**src/rtl/nexus_nonce_dispatch_pkg.sv**
```systemverilog
// Shared constants and types for the SK1024 nonce dispatcher: datapath widths,
// hash-core stage counts (which set the default pipeline latency) and FSM states.
package nexus_nonce_dispatch_pkg;

    localparam int NONCE_W = 64;
    localparam int QWORD_W = 64;
    localparam int HASH_COUNT_W = 48;

    // One Skein block = round stages + key-injection stages; the core runs two
    // Skein blocks, three Keccak blocks and two glue registers back to back.
    localparam int SKEIN_ROUND_STAGES = 140;
    localparam int SKEIN_KEY_STAGES   = 18;
    localparam int KECCAK_STAGES      = 24;
    localparam int SKEIN_BLOCK_STAGES = SKEIN_ROUND_STAGES + SKEIN_KEY_STAGES;
    localparam int PIPE_LATENCY_DEFAULT = 2 * SKEIN_BLOCK_STAGES + 3 * KECCAK_STAGES + 2;

    typedef logic [NONCE_W-1:0] nonce_t;

    typedef enum logic [1:0] {
        stateIdle  = 2'd0,
        stateRun   = 2'd1,
        stateDrain = 2'd2
    } dispatchState_t;

endpackage

```
**src/rtl/nexus_result_fifo.sv**
```systemverilog
// Winning-nonce FIFO: registered storage, first-word-fall-through head, and
// push/pop in the same cycle at any occupancy (a push into a full FIFO lands when a pop frees the slot).
module nexus_result_fifo
    import nexus_nonce_dispatch_pkg::*;
#(
    parameter int DEPTH = 4
) (
    input  logic   clk,
    input  logic   rst,
    input  logic   push,
    input  nonce_t pushData,
    input  logic   pop,
    output nonce_t headData,
    output logic   notEmpty,
    output logic   full
);

    localparam int PTR_W = $clog2(DEPTH);
    localparam int CNT_W = PTR_W + 1;

    nonce_t           mem [DEPTH];
    logic [PTR_W-1:0] rdPtr;
    logic [PTR_W-1:0] wrPtr;
    logic [CNT_W-1:0] count;
    nonce_t           lastHead;
    logic             doPush;
    logic             doPop;

    assign notEmpty = (count != '0);
    assign full     = (count == CNT_W'(DEPTH));
    assign doPop    = pop & notEmpty;
    assign doPush   = push & (~full | doPop);

    // When empty the host keeps seeing the most recently popped nonce.
    assign headData = notEmpty ? mem[rdPtr] : lastHead;

    always_ff @(posedge clk or posedge rst) begin
        if (rst) begin
            rdPtr    <= '0;
            wrPtr    <= '0;
            count    <= '0;
            lastHead <= '0;
            for (int i = 0; i < DEPTH; i++) begin
                mem[i] <= '0;
            end
        end else begin
            if (doPush) begin
                mem[wrPtr] <= pushData;
                wrPtr      <= wrPtr + 1'b1;
            end
            if (doPop) begin
                lastHead <= mem[rdPtr];
                rdPtr    <= rdPtr + 1'b1;
            end
            if (doPush != doPop) begin
                count <= doPush ? count + 1'b1 : count - 1'b1;
            end
        end
    end

endmodule

```
**src/rtl/nexus_nonce_dispatch.sv**
```systemverilog
// Issues sequential nonces into the SK1024 core, matches returning qwords to their
// nonces and queues hits for the host. Define NXS_HASH_COUNTER_EN to add the HashCount output.
module nexus_nonce_dispatch
    import nexus_nonce_dispatch_pkg::*;
#(
    parameter int PIPE_LATENCY = PIPE_LATENCY_DEFAULT,
    parameter int FIFO_DEPTH   = 4
) (
    input  logic               clk,
    input  logic               HashRst,
    input  logic               Start,
    input  logic               Stop,
    input  logic [NONCE_W-1:0] StartNonce,
    input  logic [QWORD_W-1:0] Target,
    output logic [NONCE_W-1:0] NonceOut,
    output logic               IssueValid,
    input  logic [QWORD_W-1:0] HashQword,
    output logic               Busy,
    output logic [NONCE_W-1:0] ResultNonce,
    output logic               ResultValid,
    input  logic               ResultReady,
    output logic               Overflow
`ifdef NXS_HASH_COUNTER_EN
    ,
    output logic [HASH_COUNT_W-1:0] HashCount
`endif
);

    dispatchState_t          state;
    dispatchState_t          stateNext;
    logic [PIPE_LATENCY-1:0] validSr;
    logic                    slotTail;
    logic                    hit;
    logic                    startAccept;
    logic                    runAdvance;
    logic                    fifoFull;
    nonce_t                  outNonce;
    logic [QWORD_W-1:0]      targetReg;

    assign slotTail    = validSr[PIPE_LATENCY-1];
    assign hit         = slotTail & (HashQword <= targetReg);
    assign startAccept = (state == stateIdle) & Start;
    assign runAdvance  = (state == stateRun) & ~Stop;

    always_ff @(posedge clk or posedge HashRst) begin
        if (HashRst) begin
            state <= stateIdle;
        end else begin
            state <= stateNext;
        end
    end

    // Drain ends on the edge that consumes the last valid slot, so Busy drops right after it.
    always_comb begin
        stateNext = state;
        unique case (state)
            stateIdle:  if (Start) stateNext = stateRun;
            stateRun:   if (Stop) stateNext = stateDrain;
            stateDrain: if (validSr[PIPE_LATENCY-2:0] == '0) stateNext = stateIdle;
            default:    stateNext = stateIdle;
        endcase
    end

    always_comb begin
        IssueValid = (state == stateRun);
        Busy       = (state != stateIdle);
    end

    // outNonce counts consumed slots rather than subtracting the latency from NonceOut,
    // so it stays correct once issuing stops and NonceOut freezes.
    always_ff @(posedge clk or posedge HashRst) begin
        if (HashRst) begin
            NonceOut  <= '0;
            validSr   <= '0;
            outNonce  <= '0;
            targetReg <= '0;
            Overflow  <= 1'b0;
        end else begin
            validSr <= {validSr[PIPE_LATENCY-2:0], IssueValid};
            if (startAccept) begin
                NonceOut  <= StartNonce;
                outNonce  <= StartNonce;
                targetReg <= Target;
            end else begin
                if (runAdvance) NonceOut <= NonceOut + 1'b1;
                if (slotTail)   outNonce <= outNonce + 1'b1;
            end
            if (hit & fifoFull & ~ResultReady) begin
                Overflow <= 1'b1;
            end else if (startAccept) begin
                Overflow <= 1'b0;
            end
        end
    end

`ifdef NXS_HASH_COUNTER_EN
    always_ff @(posedge clk or posedge HashRst) begin
        if (HashRst) begin
            HashCount <= '0;
        end else if (startAccept) begin
            HashCount <= '0;
        end else if (slotTail) begin
            HashCount <= HashCount + 1'b1;
        end
    end
`endif

    nexus_result_fifo #(
        .DEPTH(FIFO_DEPTH)
    ) resultFifo (
        .clk      (clk),
        .rst      (HashRst),
        .push     (hit),
        .pushData (outNonce),
        .pop      (ResultReady),
        .headData (ResultNonce),
        .notEmpty (ResultValid),
        .full     (fifoFull)
    );

endmodule

```
**config.mk**
```make
export PLATFORM = sky130hd
export DESIGN_NAME = nexus_nonce_dispatch
export DESIGN_NICKNAME = d
export VERILOG_FILES = /design/src/rtl/nexus_nonce_dispatch_pkg.sv /design/src/rtl/nexus_result_fifo.sv /design/src/rtl/nexus_nonce_dispatch.sv
export SDC_FILE = /design/constraint.sdc
export NUM_CORES = 2
export LEC_CHECK = 0
export ABC_AREA = 1
export CORE_UTILIZATION = 50
export CTS_BUF_LIST = sky130_fd_sc_hd__clkbuf_2
export CTS_CLUSTER_SIZE = 14
export DETAILED_ROUTE_END_ITERATION = 7
export PLACE_DENSITY = 0.77
export SYNTH_ARGS = -nofsm -noshare
export SYNTH_HDL_FRONTEND = slang
export SYNTH_HIERARCHICAL = 1
export SYNTH_SLANG_ARGS = --single-unit
```
**constraint.sdc**
```tcl
create_clock -name clk -period 62.2 [get_ports clk]
set_input_delay 15.55 -clock clk [delete_from_list [all_inputs] [get_ports clk]]
set_output_delay 15.55 -clock clk [all_outputs]
set_load 0.02 [all_outputs]
```
Word-level counts from Yosys, hierarchy flattened. Cells that the tools add are included.

Bits of input ports: 197. Memory bits (read-only): 0. Bits in latches: 0. Register bits: 912. Memories kept: 0. Bits in writable memories: 0. Logic and storage cells: 71.

Bitwise gates (word level): 13. Muxes and demuxes: 18. Reductions and logical operators: 9. Divide/modulo/power cells: 0. Shifts and indexed selects: 0. Add/sub/neg operators: 6. $mul: 0. Equal/unequal tests: 7. Magnitude comparators: 4.

Operator list (number): 2-to-1 mux 64 bit (8); zero test 389 bit (1); bitwise mux 256 bit (1); adder 64 x 1 -> 64 bit, second input constant (2); binary-select mux 64 bit (select 2 bit) (1); demux 64 bit (select 2 bit) (1); less-or-equal comparator 64 bit (1); nonzero test 2 bit (4); bitwise AND 1 bit (7); >= comparator 3 bit, second input constant (2); 2-to-1 mux 2 bit (3); != test 2 bit, second input constant (3); inverter 2 -> 3 bit (2); one-hot mux 2 bit (3 select lines) (1); adder 2 x 1 -> 2 bit, second input constant (2); adder 3 x 1 -> 3 bit, second input constant (1); == test 3 bit, second input constant (1); less-than comparator 3 x 1 -> 1 bit, second input constant (1); 2-to-1 mux 3 bit (1); inverter 1 bit (3); AND reduction 3 bit (1); nonzero test 3 bit (1); subtractor 3 x 1 -> 3 bit, second input constant (1); == test 2 x 1 -> 1 bit, second input constant (1); 6 further kinds (7).

Depth between registers and ports, before layout.
Word-level depth: 6. Mapped depth: 23.

Cells and area by module. The synthesis kept the hierarchy.

Modules (own cells, without submodules): nexus_nonce_dispatch (area an instance 24418.4 um2, instances 1, sequential area each 14639.0 um2, cells each 2590); nexus_result_fifo (area an instance 14606.5 um2, instances 1, sequential area each 8182.8 um2, cells each 1781).

Worst setup path after synthesis. Ideal clock, no wire load.

Path kind: input port to flip-flop. From: input port HashQword[63]. To: register resultFifo.count[2]. Cell stages on the path: 15. Path buffers: 0. Slack: 44.488 ns. Data arrival time: 17.649 ns. Cell sequence: ha_1 nand4_1 nor3_1 nor2b_1 nand3b_1 inv_1 nand4_1 a21oi_1 nand2_2 fa_1 inv_1 nand4_1 nand3_1 nand2_1 inv_1.

Cells in the longest elaborated chain, start to end: 4. Elaborated cells between the ends (all ways): 5.

RTL lines: from (decl) (RTL line nexus_nonce_dispatch.sv:17) `input logic [QWORD_W-1:0] HashQword,`; less-or-equal comparator 64 bit (*) (RTL line nexus_nonce_dispatch.sv:41) `assign hit = slotTail & (HashQword <= targetReg);`; bitwise AND 1 bit (*) (RTL line nexus_nonce_dispatch.sv:41); named net hit (RTL line nexus_nonce_dispatch.sv:33) `logic hit;`; bitwise AND 1 bit (*) (RTL line nexus_result_fifo.sv:32) `assign doPush = push & (~full | doPop);`; 2-to-1 mux 3 bit or != test 1 bit (tied branches) (RTL line nexus_result_fifo.sv:56, nexus_result_fifo.sv:55); to (signal assigned) (RTL line nexus_result_fifo.sv:56) `count <= doPush ? count + 1'b1 : count - 1'b1;`; to (decl) (RTL line nexus_result_fifo.sv:24) `logic [CNT_W-1:0] count;`.

Mark *: on every way through the listed nets, which the timed path passes. The rest lies on a longest branch. A chain may end at the register's enable or synchronous reset.

Worst setup path after layout.
From: register resultFifo.rdPtr[0]. To: output port ResultNonce[11].

Cells in the longest elaborated chain, start to end: 5.

RTL lines: from (decl) (RTL line nexus_result_fifo.sv:22) `logic [PTR_W-1:0] rdPtr;`; from (signal assigned) (RTL line nexus_result_fifo.sv:53) `rdPtr <= rdPtr + 1'b1;`; inverter 2 -> 3 bit (not written as such) (RTL line nexus_result_fifo.sv:35) `assign headData = notEmpty ? mem[rdPtr] : lastHead;`; binary-select mux 64 bit (select 2 bit) (RTL line nexus_result_fifo.sv:35); 2-to-1 mux 64 bit (not written as such) (2 in series) (RTL line nexus_result_fifo.sv:35); 2-to-1 mux 64 bit (RTL line nexus_result_fifo.sv:35); to (decl) (RTL line nexus_nonce_dispatch.sv:19) `output logic [NONCE_W-1:0] ResultNonce,`.

Every way passes these cells. The select of a mux whose other input is x is not followed.

==> flow_summary.ini <==
[final_layout]
final_nets = 5025
fin_area_mm2 = 0.0449
regArea_mm2 = 0.0228
layout.cells.non_filler = 5954
drive_above_1_share_pct = 8.71
syn_to_final_growth_pct = 15.0
fillers = 6899
fin_util_pct = 58.0
multi_input_area_mm2 = 0.0143

[worst_setup_path]
crit_path_frequent_cell = nand2_1
start_kind = register
path_class = register to output pin
worstPathRequired_ns = 46.65
crit_path_end_kind = output pin
cp_data_arrival_time_ns = 5.15
path_delay_family = buffers and inverters
worstPathMaxFanout = 83
cp_num_buf_inv = 3
cp_slowest_cell = buf_4
path_cells = clkinv_2 -> buf_4 -> nand2_1 -> nand3_1 -> nand2_1 -> o21ai_0 -> clkdlybuf4s50_1
cp_slowest_stage_delay_ns = 0.83

[die]
die_w_um = 281
ios = 329
die-area_mm2 = 0.0792
design.core.area_mm2 = 0.0773
start_util_pct = 50.5
num_rows = 102
die_y_um = 281

[yosys]
ys_seq_area_share_pct = 58.5
synth_edf_count = 0
synth_ff_type = dfrtp_1
synth_area_mm2 = 0.0390
yosys_warnings = 6
synthCells = 4371
async_reset_ff_share_pct = 100
ys_ff_latch = 912
yosysUniqueCellTypes = 49
syn-num-nets = 4639
synth_area_per_cell_um2 = 8.93

[detailed_routing]
via_count = 32100
drt_iter0_markers = 3012
ant_nets = 0
wire_per_inst_um = 18.4
first_pass_iters = 8
routed_wl_um = 109000
drc = 0
avgViaCountPerCell = 5.39

[timing]
hold_viol_final = 0
fin_setup_tns_ns = 0
min_period_ns = 20.70
period_share_pct = 33.3
slew-limit-headroom_pct = 29.8
fmaxAchievable_ghz = 0.0483
setup_violations = 0
rsz0062_at_grt = false
worst_slew_pin_slew_ns = 1.05
skew_ns = 0.131
report.final.slew_viol_count = 0

[cts]
hold_buffers = 0
cts.sinks = 912
clk_latency_ns = 1.48
cts_max_level = 4
clk_pin_slew_ns = 0.11
cts_tree = built
clock-root-buffer = clkbuf_2
cts_setup_buffers = 0
numCtsBuffers = 217
post_cts_resized = 0
cts_buffer_depth = 3

[global_routing]
met3_usage_pct = 7.19
grt_pass1_wl_um = 171000
met1_usage_pct = 37.7
grt_use_total_pct = 28.2
grt_max_degree = 180
antenna_found_initial = 4
use_met2_pct = 42.9
grt_pass1_vias = 31100
gr-total-overflow = 0
grt_busiest_layer = met2

[run]
drv_cap = 0

[worst_hold_path]
hold_class = register to register

[placed_design]
post-place-cells = 5578
port_buffers = 328
gp_congestion = 0.990
dpl_cell_area_mm2 = 0.0429
dp_hpwl_um = 77600

[power_and_ir_drop]
ir_worst_vdd_mv = 0.0228
power_density_mw_per_mm2 = 41.9
leakagePower_nw = 21.8
p_total_w = 0.00188

[outcome]
status = finished clean
==> cell usage after synthesis (all sizes together), types with 33 or more instances <==
cell / count / area share (%)
ha: 70 / 2.2
dfrtp: 912 / 58
inv: 262 / 2.5
nor2: 464 / 4.7
xnor2: 36 / 0.81
o21ai: 490 / 6.3
nor3: 33 / 0.60
a21oi: 88 / 1.1
nor4: 49 / 0.79
xor2: 35 / 0.79
clkbuf: 44 / 0.43
nand2: 1319 / 13
a31oi: 76 / 1.2
nand3: 213 / 2.8
buf: 140 / 2.0
nand4: 79 / 1.3
==> per-stage QoR <==
stage	hold slack [ns]	setup WS [ns]
after floorplan	0.354	30.28
after global placement	0.356	42.68
after detailed placement	0.358	42.57
after CTS	0.281	41.28
after global routing	0.309	41.16
final	0.312	41.50
==> sequential cells by signal, indices dropped and copies added, names as in the netlist, 3 cells and up <==
signal               count
NonceOut                64
outNonce                64
resultFifo/count         3
resultFifo/lastHead     64
resultFifo/mem         256
targetReg               64
validSr                390
==> kinds of logic (layout without fill, tap and decap cells) <==
| logic type | count (synthesis) | after routing | synth area share, % |
|---|---|---|---|
| fa+ha+maj | 71 | 71 | 2.30 |
| compound gates | 674 | 674 | 9.03 |
| simple gates | 2197 | 2197 | 23.6 |
| xor+xnor | 71 | 71 | 1.59 |
| flops | 912 | 912 | 58.5 |
| buf+inv | 446 | 987 | 4.96 |
| other cells | 0 | 2 | 0 |
==> layer usage <==
layer  wire length [um]  up-vias
li1                   -    15200
met1              45600    15400
met2              49900     1334
met3               9260      222
met4               4670        2
met5                 13        -
==> cell usage in the layout, fill, tap and decap left out, drive strengths merged <==
cell type / n
diode: 2
a31oi: 76
dfrtp: 912
and3: 3
clkdlybuf4s50: 328
or4: 1
a21boi: 1
nor2b: 1
o211ai: 6
o21ai: 490
nor3b: 5
nor2: 464
a21o: 2
nand2: 1319
nand3b: 21
o21a: 4
ha: 70
and2: 6
nand4: 79
nor4: 49
a21oi: 88
xnor2: 36
o31ai: 2
inv: 268
nor3: 33
o22ai: 1
o311ai: 1
nand3: 213
xor2: 35
clkinv: 54
clkbuf: 312
bufinv: 2
o21bai: 3
or2: 3
buf: 23
fa: 1
==> path summary, 6_finish.rpt <==
path                                                       from                                 end  slack [ns]  cells past startpoint
worst min-delay path                     validSr[346]$_DFF_PP0_              validSr[347]$_DFF_PP0_        0.31                      0
min in group asynchronous                               HashRst  resultFifo/lastHead[9]$_DFFE_PP0P_       14.81                      2
worst max register to register        targetReg[55]$_DFFE_PP0P_      resultFifo/mem[54]$_DFFE_PP0P_       58.08                     16
worst min register to register           validSr[346]$_DFF_PP0_              validSr[347]$_DFF_PP0_        0.31                      0
worst max-delay path            resultFifo/rdPtr[0]$_DFFE_PP0P_                     ResultNonce[11]       41.50                      7
max in group asynchronous                               HashRst            outNonce[52]$_DFFE_PP0P_       44.85                      4
==> area by class of cell <==
type | count | share of cell area (%)
clock inverter | 62 | 0.881
timing repair buffer | 351 | 7.73
inverter | 262 | 2.24
sequential | 912 | 50.9
clock buffer | 312 | 3.48
tap | 1040 | 2.90
multi-input combinational | 3013 | 31.9
antenna | 2 | 0.0112
==> worst reg2reg max path, cell delays in order (launching register included) <==
cell	delay, ns
dfrtp_1	0.34
inv_1	0.05
ha_1	0.29
nand2_1	0.07
nor2_1	0.32
nand4_1	0.14
nor2b_1	0.17
nand3b_1	0.09
inv_1	0.11
nand4_1	0.12
a21oi_1	0.65
nand2_2	0.19
inv_2	0.22
nand2_4	0.33
buf_4	0.56
nand2_1	0.20
o21ai_1	0.07
==> power by group <==
| group | switching, W | internal [W] | total, W |
|---|---|---|---|
| clock network | 0.000242 | 0.000147 | 0.000390 |
| registers | 0.000110 | 0.000687 | 0.000797 |
| logic | 0.000456 | 0.000236 | 0.000693 |
Note: power is estimated with default switching activity, not from simulation.
